### src/rtl/imem_loader_if.sv
// Byte-stream load channel for the instruction-memory boot loader.
// The master drives program bytes and the slave (the loader) returns ld_ready.
interface imem_loader_if;
  logic       ld_valid;
  logic [7:0] ld_byte;
  logic       ld_last;
  logic       ld_ready;

  modport master (output ld_valid, output ld_byte, output ld_last, input ld_ready);
  modport slave  (input ld_valid, input ld_byte, input ld_last, output ld_ready);
endinterface

### src/rtl/imem_loader.sv
// Instruction memory with boot loader: packs a byte stream into 16-bit words,
// holds the CPU in reset until loading completes, then serves IR = mem[PC].
module imem_loader #(
  parameter int          ADDR_W      = 8,
  parameter int          HOLD_CYCLES = 2,
  parameter logic [15:0] NOP_WORD    = 16'h0000
) (
  input  logic              clk,
  input  logic              reset,
  input  logic              reload,
  imem_loader_if.slave      ld,
  input  logic [ADDR_W-1:0] PC,
  output logic [15:0]       IR,
  output logic              cpu_reset,
  output logic              loading,
  output logic              overflow,
  output logic [ADDR_W:0]   word_count
);

  localparam int DEPTH = 1 << ADDR_W;
  localparam int HC_W  = (HOLD_CYCLES > 1) ? $clog2(HOLD_CYCLES) : 1;
  localparam logic [HC_W-1:0]   HOLD_LAST = HC_W'(HOLD_CYCLES - 1);
  localparam logic [ADDR_W:0]   WC_MAX    = (ADDR_W + 1)'(DEPTH);
  localparam logic [ADDR_W-1:0] ADDR_TOP  = '1;

  typedef enum logic [1:0] {
    S_LOAD,
    S_HOLD,
    S_RUN
  } state_t;

  state_t            state;
  state_t            state_nxt;
  logic [15:0]       mem [DEPTH];
  logic [DEPTH-1:0]  vld_bits;
  logic [ADDR_W-1:0] wr_addr;
  logic              phase_lo;
  logic [7:0]        hi_byte;
  logic [HC_W-1:0]   hold_cnt;

  logic              accept;
  logic              wr_en;
  logic [15:0]       wr_data;

  // Acceptance is derived from state directly so ld_ready never feeds back into itself.
  assign accept  = ld.ld_valid && (state == S_LOAD);
  assign wr_en   = accept && (phase_lo || ld.ld_last);
  assign wr_data = phase_lo ? {hi_byte, ld.ld_byte} : {ld.ld_byte, 8'h00};

  always_comb begin
    state_nxt   = state;
    ld.ld_ready = 1'b0;
    loading     = 1'b0;
    cpu_reset   = 1'b1;
    unique case (state)
      S_LOAD: begin
        ld.ld_ready = 1'b1;
        loading     = 1'b1;
        if (ld.ld_valid && ld.ld_last) state_nxt = S_HOLD;
      end
      S_HOLD: begin
        if (hold_cnt == HOLD_LAST) state_nxt = S_RUN;
      end
      S_RUN: begin
        cpu_reset = 1'b0;
        if (reload) state_nxt = S_LOAD;
      end
      default: state_nxt = S_LOAD;
    endcase
  end

  always_ff @(posedge clk) begin
    if (!reset) begin
      state      <= S_LOAD;
      wr_addr    <= '0;
      phase_lo   <= 1'b0;
      hold_cnt   <= '0;
      overflow   <= 1'b0;
      word_count <= '0;
      vld_bits   <= '0;
    end else begin
      state    <= state_nxt;
      hold_cnt <= (state == S_HOLD) ? hold_cnt + 1'b1 : '0;
      if (state == S_RUN && reload) begin
        wr_addr    <= '0;
        phase_lo   <= 1'b0;
        overflow   <= 1'b0;
        word_count <= '0;
        vld_bits   <= '0;
      end
      if (accept) begin
        if (wr_en) begin
          vld_bits[wr_addr] <= 1'b1;
          wr_addr           <= wr_addr + 1'b1;
          phase_lo          <= 1'b0;
          if (word_count != WC_MAX) word_count <= word_count + 1'b1;
          // Wrapping past the top only counts as overflow when more program follows.
          if (wr_addr == ADDR_TOP && !ld.ld_last) overflow <= 1'b1;
        end else begin
          phase_lo <= 1'b1;
        end
      end
    end
  end

  // Data path: no reset, but an asserted reset still blocks the write.
  always_ff @(posedge clk) begin
    if (reset && accept && !phase_lo) hi_byte <= ld.ld_byte;
    if (reset && wr_en) mem[wr_addr] <= wr_data;
  end

  assign IR = vld_bits[PC] ? mem[PC] : NOP_WORD;

endmodule

### src/flat_wrapper.sv
// flat-port wrapper written by rule: the top's interface ports become plain ports
module imem_loader_flat 
#(
  parameter int          ADDR_W      = 8,
  parameter int          HOLD_CYCLES = 2,
  parameter logic [15:0] NOP_WORD    = 16'h0000
)
  (clk, reset, reload, PC, IR, cpu_reset, loading, overflow, word_count, ld_ld_valid, ld_ld_byte, ld_ld_last, ld_ld_ready);
  imem_loader_if ld_i ();
  input  logic clk;
  input  logic reset;
  input  logic reload;
  input  logic [ADDR_W-1:0] PC;
  output logic [15:0] IR;
  output logic cpu_reset;
  output logic loading;
  output logic overflow;
  output logic [ADDR_W:0] word_count;
  input wire logic [$bits(ld_i.ld_valid)-1:0] ld_ld_valid;
  input wire logic [$bits(ld_i.ld_byte)-1:0] ld_ld_byte;
  input wire logic [$bits(ld_i.ld_last)-1:0] ld_ld_last;
  output wire logic [$bits(ld_i.ld_ready)-1:0] ld_ld_ready;
  assign ld_i.ld_valid = ld_ld_valid;
  assign ld_i.ld_byte = ld_ld_byte;
  assign ld_i.ld_last = ld_ld_last;
  assign ld_ld_ready = ld_i.ld_ready;
  imem_loader #(.ADDR_W(ADDR_W), .HOLD_CYCLES(HOLD_CYCLES), .NOP_WORD(NOP_WORD)) u_core (.clk(clk), .reset(reset), .reload(reload), .ld(ld_i), .PC(PC), .IR(IR), .cpu_reset(cpu_reset), .loading(loading), .overflow(overflow), .word_count(word_count));
endmodule
### config.mk
export PLATFORM = sky130hd
export DESIGN_NAME = imem_loader_flat
export DESIGN_NICKNAME = d
export VERILOG_FILES = /design/src/rtl/imem_loader_if.sv /design/src/rtl/imem_loader.sv /design/src/flat_wrapper.sv
export SDC_FILE = /design/constraint.sdc
export NUM_CORES = 2
export LEC_CHECK = 0
export CAP_MARGIN = 20
export CORE_MARGIN = 1.5
export CORE_UTILIZATION = 45
export DETAILED_ROUTE_END_ITERATION = 12
export GPL_ROUTABILITY_DRIVEN = 0
export GPL_TIMING_DRIVEN = 1
export MAX_ROUTING_LAYER = met4
export SETUP_SLACK_MARGIN = 0.5
export SLEW_MARGIN = 20
export SYNTH_ARGS = -nofsm -noshare
export SYNTH_HDL_FRONTEND = slang
export SYNTH_SLANG_ARGS = --single-unit
### constraint.sdc
create_clock -name clk -period 14.8 [get_ports clk]
set_input_delay 2.96 -clock clk [delete_from_list [all_inputs] [get_ports clk]]
set_output_delay 2.96 -clock clk [all_outputs]
set_load 0.005 [all_outputs]
---- After elaboration in Yosys (flattened, before gate mapping) ----
Memory sizes are Yosys's and may differ from the RTL's.
Cells that the tools add are included.
storage, ports and cells
  flip-flop bits (word level) ............. 286
  RAM bits ................................ 4096
  word-level logic and storage cells ...... 71
  memories kept ........................... 1
cells by class
  add/sub/neg operators ................... 3
  magnitude comparators ................... 3
  equality and inequality tests ........... 7
  muxes and demuxes ....................... 32
  bitwise operators ....................... 1
  reductions and logical operators ........ 16
memories
  name        words  width  read ports  clocked after Yosys merged registers in  wr ports  RTL line           source
  u_core.mem  256    16     1           0                                        1         imem_loader.sv:34  logic [15:0] mem [DEPTH];
operators by type and width
  operator                                                                              count
  256-bit two-way mux                                                                   4
  256-bit bitwise OR                                                                    1
  9-bit two-way mux                                                                     4
  16-bit two-way mux                                                                    2
  8-bit two-way mux                                                                     3
  8-bit by 9-bit less-than comparator with 1-bit output (second input constant)         2
  1-bit two-way mux                                                                     13
  9-bit by 1-bit adder with 9-bit output (second input constant)                        1
  1-bit logical AND                                                                     9
  9-bit inequality test (second input constant)                                         1
  8-bit by 1-bit adder with 8-bit output (second input constant)                        1
  1-bit binary-select mux with 8-bit select                                             1
  1-bit demux with 8-bit select                                                         1
  8-bit equality test (second input constant)                                           1
  8-bit by 1-bit greater-or-equal comparator with 1-bit output (second input constant)  1
  2-bit two-way mux                                                                     3
  2-bit case mux with 3 select lines                                                    1
  2-bit inequality test (second input constant)                                         2
  3-bit AND reduction                                                                   1
  2-bit by 1-bit equality test with 1-bit output (second input constant)                1
  2-bit equality test (second input constant)                                           1
  1-bit logical NOT                                                                     2
  2-bit logical NOT                                                                     1
  2-bit by 1-bit inequality test with 1-bit output (second input constant)              1
  4 further kinds                                                                       4

---- Logic depth before layout (Yosys ltp) ----
  word-level depth ........................ 7
  depth in mapped cells ................... 17
  mapped depth without buffers ............ 7

---- Worst setup path before layout ----
No wires, ideal clock.
  kind .................................... input -> output
  start ................................... input port PC[0]
  end ..................................... output port IR[10]
  arrival time ............................ 5517 ps
  required time ........................... 11840 ps
  path slack .............................. 6323 ps
  stages .................................. 15
  buffers on the path ..................... 9
  cells stage by stage .................... buf_6 -> buf_12 -> buf_12 -> buf_12 -> buf_12 -> buf_8 -> buf_12 -> buf_12 -> buf_6 -> o32ai_1 -> a211oi_1 -> nor3_1 -> nand4_1 -> or3_1 -> a2111oi_1
on the way
  longest elaborated chain between the ends .. 3
RTL lines
  what                                       RTL line            source
  from (decl)                                flat_wrapper.sv:13  input logic [ADDR_W-1:0] PC;
  1-bit binary-select mux with 8-bit select  imem_loader.sv:112  assign IR = vld_bits[PC] ? mem[PC] : NOP_WORD;
  1-bit two-way mux (implied by the code)    imem_loader.sv:112
  16-bit two-way mux (*)                     imem_loader.sv:112
  to (decl)                                  flat_wrapper.sv:14  output logic [15:0] IR;
Every way passes the cells marked *; elsewhere a longest branch is shown, timed or not. The select of a mux whose other input is x is not followed.

---- Final worst setup path ----
  start ................................... input port PC[2]
  end ..................................... output port IR[2]
Same word-level chain as after synthesis.

==> results.tsv <==
metric	value	unit
synth_top_cell_area_share	72.2	%
cts_root_buffer	sky130_fd_sc_hd__clkbuf_16	
cts_tree	yes	
final_cells	14500	
clk_pin_slew	60	ps
finish.utilization	51.0	%
yosys_most_used_dff	sky130_fd_sc_hd__edfxtp_1	
timing.rr.end	u_core.mem[109][10]	
critPathBufInv	6	
holdCritPathClass	flop to flop	
critical_path.most_common_cell	sky130_fd_sc_hd__buf_4	
timing.critical_path.depth	12	
drt-pass1-iter-count	8	
startpoint_type	input pin	
drt-wirelength-per-cell	33.7	µm
finalMaxSlewViolations	0	
power_density	135	nW/µm²
timing.setup.critical_path_class	input pin to output pin	
yosysWarningCount	0	
number_of_nets_in_the_synthesized_netlist	8814	
path_cells	buf_8 > buf_4 > clkinv_2 > buf_4 > nand3_1 > buf_4 > a21oi_1 > nor3_1 > nand4_1 > or3_1 > a2111oi_2 > clkdlybuf4s50_1	
cp_slowest_cell	sky130_fd_sc_hd__a2111oi_2	
worstSetupEndpoint	IR[2]	
cts.repair.resized	0	
core-area	376000	µm²
max_cap_viol_count	0	
io_pins	50	
num_rows	225	
met1_usage	35.2	%
ys_types	81	
post_route_cells_drive_above_1_share	19.2	%
busiest_layer	met2	
area.growth.synth_to_final	12.5	%
rr_startpoint	u_core.state[1]	
yosys-top-cells-area	sky130_fd_sc_hd__edfxtp_1 72%, sky130_fd_sc_hd__mux4_2 7.7%, sky130_fd_sc_hd__mux2i_1 5.7%	
avgSynthCellArea	19.4	µm²
syn_inst_count	8787	
path_delay_family	buffers and inverters	
final_antenna_net_count	0	
setup_buffers_after_cts	0	
postSynthRegisterBits	4382	
worstMarginPinSlew	1340	ps
asyncSetResetFlopFracSynth	0	%
filler_cell_count	29800	
clock_latency_of_the_later_clocked_register_in_the_worst_skew_pair	1020	ps
final_cell_area	192000	µm²
grt_remaining_overflow	0	
ctsLongestPathBuffers	4	
via_per_inst	6.23	
run_status	complete, no violations	
worstSetupStartpoint	PC[2]	
synth_enable_flop_cells	4104	
crit_path_max_fanout	65	
cpPeakStageDelay	1030	ps
detailroute.via_count	90200	
setup_repair_after_global_routing_missed_its_margin	no	
totalWireLength	487000	µm
max_frequency	86.8	MHz
synth.largest_area_cell	sky130_fd_sc_hd__edfxtp_1	
cts_made_buffers	439	
placed_area	178000	µm²
hold_start	u_core.vld_bits[245]	
power.ir.vdd_worst	0.113	mV
power.total	25900	µW
htree_num_levels	5	
worstPathArrival	8560	ps
synth_seq_area_share	75.5	%
groute.usage.overall	25.9	%
antenna_found_initial	12	
groute.layer.met2.usage	39.6	%
clock-sinks	4382	
finalSetupTns	0	ps
post-route-period-util	77.9	%
chipWidth	619	µm
grt_max_degree	193	
reg2reg_slack	10310	ps
grt_first_pass_wirelength	683000	µm
post-place-cells	13700	
io_buffer_count	49	
netlist_area	171000	µm²
lkg_pwr	0.0629	µW
first_iter_violations	12000	
design.final.nets	9128	
hold_buffers	0	
min_period	11520	ps
die_y	619	µm
finalSetupViolations	0	
final.setup_skew	96.7	ps
die_area	383000	µm²
final_hold_viol_count	0	
drc_errors	0	
initial_utilization	45.3	%
worst_r2r_path_depth	6	
grt_util_met3	3.85	%
timing.critical_path.to_type	output pin	
post-dp-hpwl	284000	µm
first_global_vias	88300	
timing.max_slew.rel_slack	10.4	%
worst_ep_required_time	11840	ps
-- final cells by class --
type | count | area (µm²) | share of cell area, %
clock buffer | 605 | 12200 | 6.35
antenna | 9 | 22.5 | 0.0117
multi-input combinational | 3806 | 38700 | 20.2
sequential | 4382 | 129000 | 67.1
tap | 4994 | 6250 | 3.26
inverter | 26 | 106 | 0.0554
timing repair buffer | 446 | 3890 | 2.03
clock inverter | 209 | 1940 | 1.01
-- report_power, final --
group | total, µW | switching, µW | internal, µW
clock | 10900 | 4680 | 6270
combinational | 1340 | 958 | 384
sequential | 13600 | 3.47 | 13600
total | 25900 | 5640 | 20200
-- Yosys cell counts, types with 12 or more instances --
master                      instances
sky130_fd_sc_hd__or3_1             21
sky130_fd_sc_hd__a21o_1           271
sky130_fd_sc_hd__mux2_2            31
sky130_fd_sc_hd__buf_12            26
sky130_fd_sc_hd__buf_2             65
sky130_fd_sc_hd__buf_4             53
sky130_fd_sc_hd__dfxtp_1          278
sky130_fd_sc_hd__edfxtp_1        4104
sky130_fd_sc_hd__a222oi_1          15
sky130_fd_sc_hd__o21ai_0           94
sky130_fd_sc_hd__mux4_1            31
sky130_fd_sc_hd__o221ai_1         372
sky130_fd_sc_hd__a311o_1           15
sky130_fd_sc_hd__buf_1             26
sky130_fd_sc_hd__a211oi_1          45
sky130_fd_sc_hd__a311oi_1          14
sky130_fd_sc_hd__inv_1             24
sky130_fd_sc_hd__a21oi_1          209
sky130_fd_sc_hd__o22ai_1          270
sky130_fd_sc_hd__nor3_1           159
sky130_fd_sc_hd__nand2b_1          24
sky130_fd_sc_hd__buf_8             33
sky130_fd_sc_hd__nand3_1           54
sky130_fd_sc_hd__mux2i_1          972
sky130_fd_sc_hd__nand2_1          102
sky130_fd_sc_hd__buf_6             63
sky130_fd_sc_hd__o32ai_1           14
sky130_fd_sc_hd__mux4_2           582
sky130_fd_sc_hd__nor2_1           300
sky130_fd_sc_hd__nand4_1           24
sky130_fd_sc_hd__and2_1            12
sky130_fd_sc_hd__nor2b_1           14
sky130_fd_sc_hd__o2bb2ai_1         14
sky130_fd_sc_hd__clkbuf_1         299
-- cell usage in the layout (no fill, tap or decap), drive strengths merged, types with 15 or more instances in the layout --
cell / synthesis / final
clkbuf: 305 / 605
a311o: 16 / 16
o221ai: 376 / 376
clkdlybuf4s50: 0 / 42
clkinv: 1 / 160
mux2i: 972 / 972
buf: 266 / 404
mux2: 31 / 31
nor2: 300 / 300
nand2b: 24 / 24
a222oi: 15 / 15
or3: 22 / 22
a21o: 271 / 271
a211oi: 48 / 48
nor3: 159 / 159
nand3: 54 / 54
inv: 25 / 35
dfxtp: 278 / 278
mux4: 613 / 613
edfxtp: 4104 / 4104
o22ai: 270 / 270
a21oi: 209 / 209
nand2: 102 / 102
o21ai: 96 / 96
a2111oi: 21 / 21
nand4: 24 / 24
bufinv: 0 / 30
-- registers in the layout (all words and copies together), names as in the netlist --
name and count:
u_core.overflow 1, u_core.mem 4096, u_core.hi_byte 8, u_core.phase_lo 1, u_core.word_count 9, u_core.state 2, u_core.hold_cnt 1, u_core.wr_addr 8
u_core.vld_bits 256
-- layer usage --
layer	part of all wire [%]	wire length [µm]	vias to the layer above
li1	-	-	37200
met1	41	197000	47900
met2	47	228000	4304
met3	8.2	40000	804
met4	4.5	21800	0
met5	0	0	-
-- kinds of logic after synthesis --
| logic type | share of synthesized area, % |
|---|---|
| buffers and inverters | 2.25 |
| muxes | 14.1 |
| AOI/OAI and AO/OA | 6.04 |
| xor gates and xnor gates | 0.0359 |
| DFF | 75.5 |
| and+or+nand+nor | 2.07 |
| adders and majority gates | 0.0440 |
-- worst min-delay path by stage --
stage	end	cells after the start
2_1_floorplan	u_core.vld_bits[113]	1
3_3_place_gp	u_core.vld_bits[118]	1
3_5_place_dp	u_core.vld_bits[245]	1
4_1_cts	u_core.vld_bits[245]	1
5_1_grt	u_core.vld_bits[245]	1
6_report	u_core.vld_bits[245]	1
-- through the flow --
step	setup WS, ps	hold WS, ps
after floorplan	6320	418
after global placement	3160	424
after detailed placement	3380	431
after CTS	3380	444
after global routing	3200	453
final	3280	441
No activity file was read; power rests on OpenSTA's default activity.
